`src/rtl/traffic_light_fsm.sv`:
```
// Traffic light phase controller for a main-road / side-road intersection.
// It advances on the one-cycle seconds strobe from the Divider. Main green is the
// resting phase and is left only after a side-road or pedestrian request. All
// outputs are registered, so no input reaches an output combinationally.
module traffic_light_fsm #(
  parameter int MAIN_GREEN_S = 10,
  parameter int SIDE_GREEN_S = 6,
  parameter int YELLOW_S     = 3,
  parameter int ALLRED_S     = 1,
  parameter int CNT_W        = 4
) (
  input  logic             clk,
  input  logic             rst,
  input  logic             oneHz_enable,
  input  logic             side_req,
  input  logic             ped_req,
  output logic [2:0]       main_light,
  output logic [2:0]       side_light,
  output logic             walk,
  output logic [CNT_W-1:0] countdown
);

  typedef enum logic [2:0] {
    MAIN_GREEN,
    MAIN_YELLOW,
    ALLRED_1,
    SIDE_GREEN,
    SIDE_YELLOW,
    ALLRED_2
  } state_t;

  // Lamp encodings {red,yellow,green}
  localparam logic [2:0] LAMP_R = 3'b100;
  localparam logic [2:0] LAMP_Y = 3'b010;
  localparam logic [2:0] LAMP_G = 3'b001;

  // Countdown load values: each phase shows duration-1 on entry
  localparam logic [CNT_W-1:0] MG_LOAD = CNT_W'(MAIN_GREEN_S - 1);
  localparam logic [CNT_W-1:0] SG_LOAD = CNT_W'(SIDE_GREEN_S - 1);
  localparam logic [CNT_W-1:0] Y_LOAD  = CNT_W'(YELLOW_S - 1);
  localparam logic [CNT_W-1:0] AR_LOAD = CNT_W'(ALLRED_S - 1);

  state_t           state_reg;
  state_t           state_next;
  logic [CNT_W-1:0] cnt_next;
  logic             side_pend_reg;
  logic             side_pend_next;
  logic             ped_pend_reg;
  logic             ped_pend_next;
  logic             walk_next;
  logic [2:0]       main_light_next;
  logic [2:0]       side_light_next;
  logic             any_req;

  function automatic logic [CNT_W-1:0] load_for(input state_t s);
    case (s)
      MAIN_GREEN:  load_for = MG_LOAD;
      MAIN_YELLOW: load_for = Y_LOAD;
      ALLRED_1:    load_for = AR_LOAD;
      SIDE_GREEN:  load_for = SG_LOAD;
      SIDE_YELLOW: load_for = Y_LOAD;
      ALLRED_2:    load_for = AR_LOAD;
      default:     load_for = MG_LOAD;
    endcase
  endfunction

  // Requests held in the latches or arriving this cycle both count
  assign any_req = side_pend_reg | ped_pend_reg | side_req | ped_req;

  // Next-state, countdown, request latches, walk and lamp decode
  always_comb begin
    state_next      = state_reg;
    cnt_next        = countdown;
    side_pend_next  = side_pend_reg | side_req;
    ped_pend_next   = ped_pend_reg | ped_req;
    walk_next       = walk;
    main_light_next = LAMP_R;
    side_light_next = LAMP_R;

    // Only a tick can move the countdown or the phase
    if (oneHz_enable) begin
      if (countdown != '0) begin
        cnt_next = countdown - 1'b1;
      end else begin
        case (state_reg)
          MAIN_GREEN:  if (any_req) state_next = MAIN_YELLOW;
          MAIN_YELLOW: state_next = ALLRED_1;
          ALLRED_1:    state_next = SIDE_GREEN;
          SIDE_GREEN:  state_next = SIDE_YELLOW;
          SIDE_YELLOW: state_next = ALLRED_2;
          ALLRED_2:    state_next = MAIN_GREEN;
          default:     state_next = MAIN_GREEN;
        endcase
        // Main green at zero with no request simply holds at zero
        if (state_next != state_reg) cnt_next = load_for(state_next);
      end
    end

    // Entering side green consumes all requests, including ones arriving now
    if (state_reg == ALLRED_1 && state_next == SIDE_GREEN) begin
      walk_next      = ped_pend_reg | ped_req;
      side_pend_next = 1'b0;
      ped_pend_next  = 1'b0;
    end else if (state_next != SIDE_GREEN) begin
      walk_next = 1'b0;
    end

    case (state_next)
      MAIN_GREEN:  main_light_next = LAMP_G;
      MAIN_YELLOW: main_light_next = LAMP_Y;
      SIDE_GREEN:  side_light_next = LAMP_G;
      SIDE_YELLOW: side_light_next = LAMP_Y;
      default: begin
        main_light_next = LAMP_R;
        side_light_next = LAMP_R;
      end
    endcase
  end

  // State and output registers; reset overrides any coincident tick or request
  always_ff @(posedge clk) begin
    if (rst) begin
      state_reg     <= MAIN_GREEN;
      countdown     <= MG_LOAD;
      side_pend_reg <= 1'b0;
      ped_pend_reg  <= 1'b0;
      walk          <= 1'b0;
      main_light    <= LAMP_G;
      side_light    <= LAMP_R;
    end else begin
      state_reg     <= state_next;
      countdown     <= cnt_next;
      side_pend_reg <= side_pend_next;
      ped_pend_reg  <= ped_pend_next;
      walk          <= walk_next;
      main_light    <= main_light_next;
      side_light    <= side_light_next;
    end
  end

endmodule
```
`config.mk`:
```
export PLATFORM = sky130hd
export DESIGN_NAME = traffic_light_fsm
export DESIGN_NICKNAME = d
export VERILOG_FILES = /design/src/rtl/traffic_light_fsm.sv
export SDC_FILE = /design/constraint.sdc
export NUM_CORES = 1
export LEC_CHECK = 0
export ABC_CLOCK_PERIOD_IN_PS = 2700
export CAP_MARGIN = 20
export CORE_MARGIN = 1.5
export CORE_UTILIZATION = 35
export DETAILED_ROUTE_END_ITERATION = 10
export PLACE_DENSITY = 0.61
export SLEW_MARGIN = 15
export SYNTH_ARGS = -nofsm -noshare
export SYNTH_HDL_FRONTEND = slang
export SYNTH_SLANG_ARGS = --single-unit
```
`constraint.sdc`:
```
create_clock -name clk -period 2.7 [get_ports clk]
set_clock_uncertainty 0.1 [all_clocks]
set_input_delay 0.405 -clock clk [delete_from_list [all_inputs] [get_ports clk]]
set_output_delay 0.405 -clock clk [all_outputs]
set_load 0.01 [all_outputs]
```
==> Implementation_results.wiki, run 1 <==
{| class="wikitable"
! Metric !! Value
|-
| Max Slew Vio Count || 0
|-
| Upper clock frequency limit || 543.7 MHz
|-
| Die X-Extent || 50.19 um
|-
| Met1 global-route usage || 18.99%
|-
| Die Footprint || 2519 um2
|-
| Slew at the pin closest to its max-slew limit || 0.4955 ns
|-
| Slowest stage delay, CP || 0.39 ns
|-
| Total global routing overflow || 0
|-
| Detailed Route WL || 1503 um
|-
| Internal power component || 0.0003516 W
|-
| Area occupied by multi-input gates || 409.1 um2
|-
| Die extent in y || 50.19 um
|-
| Count of final hold-check violations || 0
|-
| Number of sinks driven by the clock tree || 16
|-
| Post-synthesis area per instance || 8.566 um2
|-
| Clock root buffer || clkbuf_4
|-
| Gate count after technology mapping || 91
|-
| Busiest layer in global routing || met2
|-
| Number of enable-type register cells in the synthesized netlist || 0
|-
| Arithmetic-cell share of the synthesized area counting full adders, half adders and majority gates || 3.210%
|-
| Proportion of power drawn by combinational gates || 10.9%
|-
| Worst min path class || register to register
|-
| Area after detailed placement || 935.9 um2
|-
| Number of DRC markers after the initial detailed-route iteration || 11
|-
| Portion of total power attributed to the clock network || 33.9%
|-
| Total negative setup slack || 0 ns
|-
| Number of flip-flops under the largest register name || 4
|-
| Switching Share || 22.55%
|-
| I/O pins || 16
|-
| # hold bufs at CTS || 0
|-
| Number of buffers added by the clock tree synthesis step || 3
|-
| Count of maximum capacitance violations || 0
|-
| Area growth from synthesis to layout || 24.72%
|-
| Placement row count || 16
|-
| Endpoint type of the worst setup path || register
|-
| Placer congestion estimate || 0.7527
|-
| Number of endpoints failing setup at the final stage || 0
|-
| Tcrit/Tclk final || 68.12%
|-
| Pin count of the biggest net entering global routing || 15
|-
| Async S/R FF share, synth || 0%
|-
| Area taken by flip-flops and latches || 320.3 um2
|-
| Number of nets with antenna violations after detailed routing || 0
|-
| Met2 usage || 23.03%
|-
| Final setup slack of the worst path || 0.8608 ns
|-
| # placed instances || 128
|-
| GRT Resource Usage Total || 14.56%
|-
| Met3 usage || 5.357%
|-
| Average wire per standard cell || 11.39 um
|-
| Via count of the first global-routing pass || 652
|-
| Category of the critical setup timing path || register to register
|-
| Layout cells sized above 1 || 8.571%
|-
| Remaining design rule violation count || 0
|-
| Run status || finished, final reports clean
|-
| Category of the worst setup path launch point || register
|-
| Number of library cell types mapped by synthesis || 34
|-
| CP max stage cell || nor3b_2
|-
| Router iterations before antenna repair || 4
|-
| Net count of the finished layout || 113
|-
| Count of yosys warnings during synthesis || 0
|-
| Number of buffers added on ports || 15
|-
| Largest family of logic cells by synthesized area || simple AND/OR/NAND/NOR gates
|-
| Kind of cell adding the most delay to the critical path || simple AND/OR/NAND/NOR gates
|-
| Sequential share of the synthesized area || 41.09%
|-
| Post-Synth Simple-Gate Area || 26.97%
|-
| Setup slack after placement || 0.5976 ns
|-
| Starting utilization of the core area || 38.55%
|-
| Power density normalized to cell area || 467.0 nW/um2
|-
| Placeable Area || 2022 um2
|-
| Worst max-slew margin expressed relative to the limit || 66.86%
|-
| Clock input transition at the sequential cells of the worst setup and hold paths || 0.09 ns
|-
| Initial antenna violation count || 0
|-
| Average vias per placed instance || 5.402
|-
| Routed vias || 713
|-
| Wire length of the first global-routing pass || 2829 um
|-
| Clock Latency Late Sink || 0.28 ns
|-
| Register with the most flip-flops || countdown
|-
| Post-Layout Inst Area || 972.2 um2
|-
| CTS-repair resized insts || 0
|-
| Netlist area before placement || 779.5 um2
|-
| Number of levels in the clock H-tree || 1
|-
| Worst Path Required || 2.76 ns
|-
| Filler cell count in the final layout || 200
|-
| Sw power || 0.0001024 W
|-
| Cell-by-cell trace of the critical path || inv_1 -> ha_1 -> nor3b_2 -> nand4b_1 -> a41oi_1 -> nor3_1
|-
| Post-CTS Setup Inserts || 0
|-
| Final standard cell count with taps included and fillers excluded || 132
|-
| Arrival @ worst endpoint || 1.90 ns
|-
| Max VDD drop || 369.1 uV
|-
| Synthesized netlist net count || 98
|-
| Ant. Diodes || 0
|-
| Compound-Gate Fraction of Synth Area || 21.19%
|-
| Number of storage elements in the synthesis netlist || 16
|-
| Mux share of post-synthesis cell area || 0%
|-
| Post-DP HPWL || 1113 um
|-
| Critical path buffers and inverters || 1
|-
| Most instantiated flip-flop cell in the synthesis netlist || dfxtp_1
|-
| Portion of total power attributed to sequential cells || 55.2%
|-
| RSZ-0062 raised after global routing || false
|-
| Time the final worst path needs with I/O delays and setup || 1.839 ns
|-
| CTS tree || done
|-
| Critical Path Fanout Max || 7
|-
| Bufs on Longest Clock Path || 2
|-
| Post-synthesis xor/xnor area fraction || 1.124%
|-
| Leak pwr || 0.3413 nW
|}
[worst reg2reg max path, stage by stage, from the launching register on]
cell      delay (ns)
dfxtp_1         0.35
inv_1           0.09
ha_1            0.20
nor3b_2         0.39
nand4b_1        0.25
a41oi_1         0.27
nor3_1          0.06
[layout make-up]
| type | count | share of cell area, % |
|---|---|---|
| Timing Repair Buffer | 16 | 16.22 |
| Inverter | 4 | 1.544 |
| Clock buffer | 4 | 3.732 |
| Multi-Input combinational cell | 65 | 42.08 |
| Tap cell | 27 | 3.475 |
| Sequential cell | 16 | 32.95 |
[Yosys cell counts (2+ instances only)]
master / number / area (um2)
nand2_1: 5 / 18.77
a211oi_1: 3 / 22.52
ha_1: 2 / 25.02
nor2_1: 10 / 37.54
nor3_1: 5 / 25.02
inv_1: 4 / 15.01
buf_4: 3 / 22.52
clkbuf_1: 2 / 7.510
a21oi_1: 11 / 55.05
o21ai_0: 5 / 25.02
nand3_1: 3 / 15.01
dfxtp_1: 16 / 320.3
[cell families (layout without fill, tap and decap cells)]
kind of cell	Yosys count	in the layout
fa+ha+maj	2	2
flops	16	16
compound gates	26	26
simple gates	36	36
buf+inv	10	24
xor+xnor	1	1
[power groups by stage]
stage / clock [W] / combinational, W / sequential [W]
2_1_floorplan: 0 / 0.0000280 / 0.000257
3_3_place_gp: 0 / 0.0000496 / 0.000256
3_5_place_dp: 0 / 0.0000496 / 0.000256
4_1_cts: 0.000159 / 0.0000498 / 0.000251
5_1_grt: 0.000178 / 0.0000554 / 0.000253
6_report: 0.000154 / 0.0000495 / 0.000251
[worst paths after layout]
kind	from	end	slack, ns	depth (start not counted)
worst max-delay path	countdown[0]$_SDFFE_PP1P_	countdown[2]$_SDFFE_PP0P_	0.86	6
worst min-delay path	walk$_SDFFE_PP0P_	walk$_SDFFE_PP0P_	0.41	1
worst max register to register	countdown[0]$_SDFFE_PP1P_	countdown[2]$_SDFFE_PP0P_	0.86	6
worst min register to register	walk$_SDFFE_PP0P_	walk$_SDFFE_PP0P_	0.41	1
[layer usage]
| metal | routed length, um | share of wire (%) |
|---|---|---|
| met1 | 712 | 47 |
| met2 | 712 | 47 |
| met3 | 69 | 4.6 |
| met4 | 10 | 0.67 |
| met5 | 0 | 0 |
[layout by cell type (no fill, tap or decap)]
cell type and n:
xnor2_1 1, nor3b_2 1, nor4bb_1 1, inv_1 4, o21bai_1 1, clkbuf_4 3
ha_1 2, or4b_1 1, a22oi_1 1, nor4_2 1, dfxtp_1 16, nor4_1 1
o221ai_1 1, nand2b_1 1, buf_4 1, a41oi_1 1, nand4bb_1 1, nor2b_1 1
o311ai_0 1, and2b_1 1, a21oi_1 11, nor3_2 1, nand2_1 5, o2111a_1 1
clkdlybuf4s50_1 15, nor2_1 10, nor3_1 5, nand3_1 3, o21ai_0 5, o211a_1 1
nand4b_1 1, or3_1 1, clkbuf_8 1, or2_2 1, a211oi_1 3
[metrics by stage]
stage | util, % | total power, W | hold slack [ns]
global route | 48.08 | 0.0004857 | 0.4468
floorplan | - | 0.0002849 | 0.3816
global placement | 46.29 | 0.0003060 | 0.3837
finish | 48.08 | 0.0004540 | 0.4115
detailed placement | 46.29 | 0.0003060 | 0.3897
CTS | 48.08 | 0.0004599 | 0.4167
Note: power is estimated with default switching activity, not from simulation.
==> run 2: changes to the inputs <==
Settings changed: ABC_CLOCK_PERIOD_IN_PS 2700 to 1750.
Clock period 2.7 ns to 1.75 ns, I/O delays scaled along.
==> run 2 against run 1 <==
Power rose by 47%. Register-to-register slack got worse by 0.75 ns. Cell count rose by 6.1%. Hold slack got worse by 0.00057 ns. First-iteration DRC count rose by 73%. Critical endpoint is now countdown[0].
==> Implementation_results.wiki, run 2 (synthesized netlist as in run 1, its figures left out) <==
{| class="wikitable"
! Metric !! Value
|-
| Number of buffers added by the clock tree synthesis step || 3 (unchanged)
|-
| Run status || finished, final reports clean
|-
| Number of buffers added on ports || 15 (unchanged)
|-
| Clock root buffer || clkbuf_4
|-
| Placement row count || 16 (unchanged)
|-
| Sw power || 0.0001582 W (+55%)
|-
| Remaining design rule violation count || 0 (unchanged)
|-
| Internal power component || 0.0005091 W (+45%)
|-
| Most frequent standard cell in the layout excluding fill and tap cells || clkdlybuf4s50_1
|-
| Arrival @ worst endpoint || 1.30 ns (-0.60 ns)
|-
| Worst max-slew margin expressed relative to the limit || 76.93% (+10 points)
|-
| Initial antenna violation count || 0 (unchanged)
|-
| Number of nets with antenna violations after detailed routing || 0 (unchanged)
|-
| Count of maximum capacitance violations || 0 (unchanged)
|-
| Number of endpoints failing setup at the final stage || 0 (unchanged)
|-
| Detailed Route WL || 1705 um (+13%)
|-
| Critical Path Fanout Max || 4 (-3)
|-
| # hold bufs at CTS || 0 (unchanged)
|-
| Register with the most flip-flops || countdown
|-
| Worst min path class || register to register
|-
| Count of final hold-check violations || 0 (unchanged)
|-
| RSZ-0062 raised after global routing || false
|-
| Die extent in y || 50.19 um (unchanged)
|-
| CTS tree || done
|-
| Ant. Diodes || 0 (unchanged)
|-
| Number of levels in the clock H-tree || 1 (unchanged)
|-
| Starting utilization of the core area || 38.55% (unchanged)
|-
| Router iterations before antenna repair || 4 (unchanged)
|-
| Area growth from synthesis to layout || 34.19%
|-
| Upper clock frequency limit || 602.8 MHz
|-
| Source of the worst register-to-register timing path || countdown[0]$_SDFFE_PP1P_
|-
| Final setup slack of the worst path || 0.09106 ns (-0.7697 ns)
|-
| Slew at the pin closest to its max-slew limit || 0.3455 ns (-0.1500 ns)
|-
| Number of flip-flops under the largest register name || 4 (unchanged)
|-
| I/O pins || 16 (unchanged)
|-
| Wire length of the first global-routing pass || 2925 um (+3.4%)
|-
| Average vias per placed instance || 5.393 (-0.16%)
|-
| Clock input transition at the sequential cells of the worst setup and hold paths || 0.09 ns (about the same)
|-
| Leak pwr || 0.3824 nW (+12%)
|-
| Net count of the finished layout || 122 (+8.0%)
|-
| Clock Latency Late Sink || 0.27 ns (about the same)
|-
| Category of the critical setup timing path || register to output port
|-
| Endpoint type of the worst setup path || output port
|-
| Tcrit/Tclk final || 94.80%
|-
| Portion of total power attributed to sequential cells || 58.1% (+2.9 points)
|-
| Total global routing overflow || 0 (unchanged)
|-
| Max Slew Vio Count || 0 (unchanged)
|-
| Die Footprint || 2519 um2 (unchanged)
|-
| Worst Path Required || 1.39 ns (-1.37 ns)
|-
| Register-to-register setup slack || 0.11 ns (-0.75 ns)
|-
| Placer congestion estimate || 0.8340 (+11%)
|-
| Hold Path Stages || 1 (unchanged)
|-
| Switching Share || 23.71% (+1.2 points)
|-
| Proportion of power drawn by combinational gates || 14.4% (+3.5 points)
|-
| Reg2Reg Capture Point || countdown[0]$_SDFFE_PP1P_
|-
| Portion of total power attributed to the clock network || 27.6% (-6.3 points)
|-
| Number of sinks driven by the clock tree || 16 (unchanged)
|-
| Max VDD drop || 344.0 uV (-6.8%)
|-
| HP Start || walk$_SDFFE_PP0P_
|-
| Post-DP HPWL || 1251 um (+12%)
|-
| Via count of the first global-routing pass || 684 (+4.9%)
|-
| Number of cells traversed by the worst register-to-register path || 6 (unchanged)
|-
| Bufs on Longest Clock Path || 2 (unchanged)
|-
| Routed vias || 755 (+5.9%)
|-
| Setup slack after placement || -0.03840 ns (-0.6360 ns)
|-
| Min-Delay Endpoint || walk$_SDFFE_PP0P_
|-
| Category of the worst setup path launch point || register
|-
| Placeable Area || 2022 um2 (unchanged)
|-
| Commonest non-fill, non-tap cells in the layout || clkdlybuf4s50_1 (15), dfxtp_1 (14), a21oi_1 (11), nor2_1 (10), buf_4 (10)
|-
| GRT Resource Usage Total || 14.83% (+0.27 points)
|-
| Power density normalized to cell area || 637.9 nW/um2 (+37%)
|-
| Time the final worst path needs with I/O delays and setup || 1.659 ns
|-
| Die X-Extent || 50.19 um (unchanged)
|-
| Number of DRC markers after the initial detailed-route iteration || 19 (+8)
|-
| Layout cells sized above 1 || 18.58% (+10 points)
|-
| Pin count of the biggest net entering global routing || 13 (-2)
|-
| Total design power || 0.0006672 W (+47%)
|-
| Average wire per standard cell || 12.18 um (+7.0%)
|}
## run 2: worst max path at each step
stage | start | end | slack, ns | cells after the start
global route | countdown[0]$_SDFFE_PP1P_ | countdown[0]$_SDFFE_PP1P_ | 0.009 | 6
floorplan | countdown[0]$_SDFFE_PP1P_ | countdown[0]$_SDFFE_PP1P_ | 0.12 | 6
global placement | oneHz_enable | state_reg[1]$_SDFF_PP0_ | -0.02 | 6
finish | countdown[0]$_SDFFE_PP1P_ | countdown[0] | 0.09 | 2
CTS | countdown[2]$_SDFFE_PP0P_ | countdown[2] | 0.04 | 1
detailed placement | side_req | countdown[0]$_SDFFE_PP1P_ | -0.04 | 5
## run 2: layout make-up
class	instances	area [um2]
Multi-Input combinational cell	65	426.7
Timing Repair Buffer	25	225.2
Sequential cell	16	322.8
Inverter	4	15.01
Fill cell	189	975.9
Clock buffer	3	22.52
Tap cell	27	33.78
## run 2: worst max-delay path, stage by stage, from the launching register on
cell and delay (ns):
dfxtp_1 0.36, buf_4 0.14, clkdlybuf4s50_1 0.53
## run 2: timing repair
item / CTS / global route
setup endpoints to repair: 0 / 5
setup buffers: 0 / 2
gates resized for setup: 0 / 5
## run 2: power by group through the flow
| stage | sequential [W] | clock (W) | combinational (W) |
|---|---|---|---|
| after floorplan | 0.000396 | 0 | 0.0000432 |
| after global placement | 0.000393 | 0 | 0.0000912 |
| after detailed placement | 0.000394 | 0 | 0.0000910 |
| after CTS | 0.000385 | 0.000197 | 0.0000918 |
| after global routing | 0.000389 | 0.000207 | 0.000105 |
| final | 0.000387 | 0.000184 | 0.0000958 |
## run 2: per-stage QoR
step	std cells	hold WS, ns	TNS (ns)	instance area (um2)	util (%)
global placement	135	0.3822	-0.03117	988.4	48.89
floorplan	91	0.2391	0	779.5	-
CTS	138	0.4147	0	1011	50.00
finish	140	0.4109	0	1046	51.73
global route	140	0.4391	0	1046	51.73
detailed placement	135	0.3877	-0.06866	988.4	48.89
## run 2: routing by layer
layer	vias to the layer above	wire [um]	GRT usage [%]
li1	379	-	-
met1	352	791	19.25
met2	22	801	24.34
met3	2	105	2.679
met4	0	7	5.556
met5	-	0	0
==> run 3: changes to the inputs <==
Settings changed: ABC_CLOCK_PERIOD_IN_PS 1750 to 1700.
Clock period 1.75 ns to 1.7 ns, I/O delays scaled along.
==> run 3 against run 2 <==
Design area grew 0.72%. Register-to-register slack improved by 0.06 ns. Core utilization up 0.37 points. Sequential power rose by 3%. Count of clock-buffer cells in the layout is the same. Power up 4.3%. Critical endpoint is now countdown[2].
==> Implementation_results.wiki, run 3 (synthesized netlist as in run 1, its figures left out) <==
{| class="wikitable"
! Metric !! Value
|-
| Internal power component || 0.0005278 W (+3.7%)
|-
| Time the final worst path needs with I/O delays and setup || 1.629 ns
|-
| Endpoint type of the worst setup path || output port
|-
| Detailed Route WL || 1677 um (-1.6%)
|-
| Slowest stage delay, CP || 0.56 ns (+0.03 ns)
|-
| Number of stages on the worst setup path || 1 (-1)
|-
| Commonest non-fill, non-tap cells in the layout || clkdlybuf4s50_1 (15), dfxtp_1 (14), a21oi_1 (11), buf_4 (11), nor2_1 (10)
|-
| # hold bufs at CTS || 0 (unchanged)
|-
| Routed vias || 752 (-0.40%)
|-
| Net count of the finished layout || 123 (+0.82%)
|-
| Die extent in y || 50.19 um (unchanged)
|-
| Worst min path class || register to register
|-
| Starting utilization of the core area || 38.55% (unchanged)
|-
| Router iterations before antenna repair || 4 (unchanged)
|-
| Placement row count || 16 (unchanged)
|-
| Number of sinks driven by the clock tree || 16 (unchanged)
|-
| RSZ-0062 raised after global routing || false
|-
| Power density normalized to cell area || 660.5 nW/um2 (+3.5%)
|-
| I/O pins || 16 (unchanged)
|-
| Worst hold slack || 0.4078 ns (-0.003091 ns)
|-
| Critical Path Fanout Max || 8 (+4)
|-
| Arrival @ worst endpoint || 1.27 ns (-0.03 ns)
|-
| HP Start || walk$_SDFFE_PP0P_
|-
| Worst setup startpoint || countdown[2]$_SDFFE_PP0P_
|-
| Upper clock frequency limit || 614.0 MHz
|-
| Slew at the pin closest to its max-slew limit || 0.3346 ns (-0.01090 ns)
|-
| Worst Path Required || 1.34 ns (-0.05 ns)
|-
| Sw power || 0.0001680 W (+6.2%)
|-
| Portion of total power attributed to sequential cells || 57.2% (-0.9 points)
|-
| Number of levels in the clock H-tree || 1 (unchanged)
|-
| Clock Latency Late Sink || 0.28 ns (about the same)
|-
| Via count of the first global-routing pass || 719 (+5.1%)
|-
| Count of maximum capacitance violations || 0 (unchanged)
|-
| Clock root buffer || clkbuf_4
|-
| CTS tree || done
|-
| Layout cells sized above 1 || 19.30% (+0.71 points)
|-
| Number of buffers added on ports || 15 (unchanged)
|-
| Tcrit/Tclk final || 95.81%
|-
| Portion of total power attributed to the clock network || 28.1% (+0.5 points)
|-
| Die X-Extent || 50.19 um (unchanged)
|-
| Average vias per placed instance || 5.333 (-1.1%)
|-
| Number of nets with antenna violations after detailed routing || 0 (unchanged)
|-
| Total global routing overflow || 0 (unchanged)
|-
| Max Slew Vio Count || 0 (unchanged)
|-
| Initial antenna violation count || 0 (unchanged)
|-
| Wire length of the first global-routing pass || 3070 um (+5.0%)
|-
| Register with the most flip-flops || countdown
|-
| Switching Share || 24.15% (+0.44 points)
|-
| Source of the worst register-to-register timing path || countdown[1]$_SDFFE_PP0P_
|-
| Filler cell count in the final layout || 197 (+4.2%)
|-
| Hold Path Stages || 1 (unchanged)
|-
| Count of final hold-check violations || 0 (unchanged)
|-
| Category of the critical setup timing path || register to output port
|-
| Setup slack after placement || -0.07049 ns (-0.03209 ns)
|-
| Area after detailed placement || 996.0 um2 (+0.76%)
|-
| Post-DP HPWL || 1258 um (+0.55%)
|-
| Clock input transition at the sequential cells of the worst setup and hold paths || 0.09 ns (about the same)
|-
| Placer congestion estimate || 0.8421 (+0.97%)
|-
| Cell-by-cell trace of the critical path || clkdlybuf4s50_1
|-
| Ant. Diodes || 0 (unchanged)
|-
| Number of cells traversed by the worst register-to-register path || 6 (unchanged)
|-
| Number of DRC markers after the initial detailed-route iteration || 20 (+1)
|-
| Number of endpoints failing setup at the final stage || 0 (unchanged)
|-
| Die Footprint || 2519 um2 (unchanged)
|-
| Kind of cell adding the most delay to the critical path || buffers and inverters
|-
| Placeable Area || 2022 um2 (unchanged)
|-
| Bufs on Longest Clock Path || 2 (unchanged)
|-
| Pin count of the biggest net entering global routing || 11 (-2)
|-
| Proportion of power drawn by combinational gates || 14.7% (+0.3 points)
|-
| Remaining design rule violation count || 0 (unchanged)
|-
| Leak pwr || 0.3869 nW (+1.2%)
|-
| Total design power || 0.0006958 W (+4.3%)
|-
| GRT Resource Usage Total || 15.69% (+0.86 points)
|-
| Category of the worst setup path launch point || register
|-
| Area growth from synthesis to layout || 35.15%
|-
| Max VDD drop || 587.3 uV (+71%)
|-
| Final setup slack of the worst path || 0.07125 ns (-0.01981 ns)
|-
| Post-Layout Inst Area || 1054 um2 (+0.72%)
|-
| Number of flip-flops under the largest register name || 4 (unchanged)
|-
| Run status || finished, final reports clean
|-
| Number of buffers added by the clock tree synthesis step || 3 (unchanged)
|-
| Worst max-slew margin expressed relative to the limit || 77.66% (+0.73 points)
|-
| Critical path buffers and inverters || 1 (-1)
|-
| Most frequent standard cell in the layout excluding fill and tap cells || clkdlybuf4s50_1
|-
| CP max stage cell || clkdlybuf4s50_1
|-
| Average wire per standard cell || 11.89 um (-2.3%)
|}
run 3: cell types whose count changed in the layout (fill, tap and decap cells not counted):
cell / previous run / this run
buf_4: 10 / 11
run 3: layer usage:
metal | vias up | share of wire, % | GRT usage, %
met5 | - | 0 | 0
met4 | 0 | 0.83 | 2.315
met3 | 4 | 6.2 | 5.655
met2 | 24 | 45 | 24.78
met1 | 347 | 48 | 20.86
li1 | 377 | - | -
run 3: area by class of cell:
class / count / area (um2) / area share (%)
multi-input combinational: 65 / 426.7 / 40.50
tap: 27 / 33.78 / 3.207
sequential: 16 / 322.8 / 30.64
inverter: 4 / 15.01 / 1.425
timing repair buffer: 26 / 232.7 / 22.09
clock buffer: 3 / 22.52 / 2.138
run 3: power by group through the flow:
stage                     Combinational [W]  Sequential [W]  Clock [W]
after floorplan                   0.0000445        0.000408          0
after global placement            0.0000960        0.000404          0
after detailed placement          0.0000959        0.000405          0
after CTS                         0.0000966        0.000396   0.000206
after global routing               0.000115        0.000400   0.000221
final                              0.000102        0.000398   0.000195
run 3: stage by stage:
step                      util [%]  std cells  TNS [ns]
after floorplan                  -         91         0
after CTS                    50.43        139         0
after detailed placement     49.26        136   -0.2325
after global routing         52.10        141         0
final                        52.10        141         0
after global placement       49.26        136   -0.2113
run 3: worst paths after layout:
path              slack (ns)                        end
setup / recovery        0.07               countdown[2]
hold / removal          0.41          walk$_SDFFE_PP0P_
setup reg to reg        0.17  countdown[2]$_SDFFE_PP0P_
hold reg to reg         0.41          walk$_SDFFE_PP0P_
run 3: timing repair:
item                       in CTS  in global routing
setup buffers                   0                  2
setup endpoints to repair       1                  7
pin swaps                       0                  4
gates resized for setup         1                  4
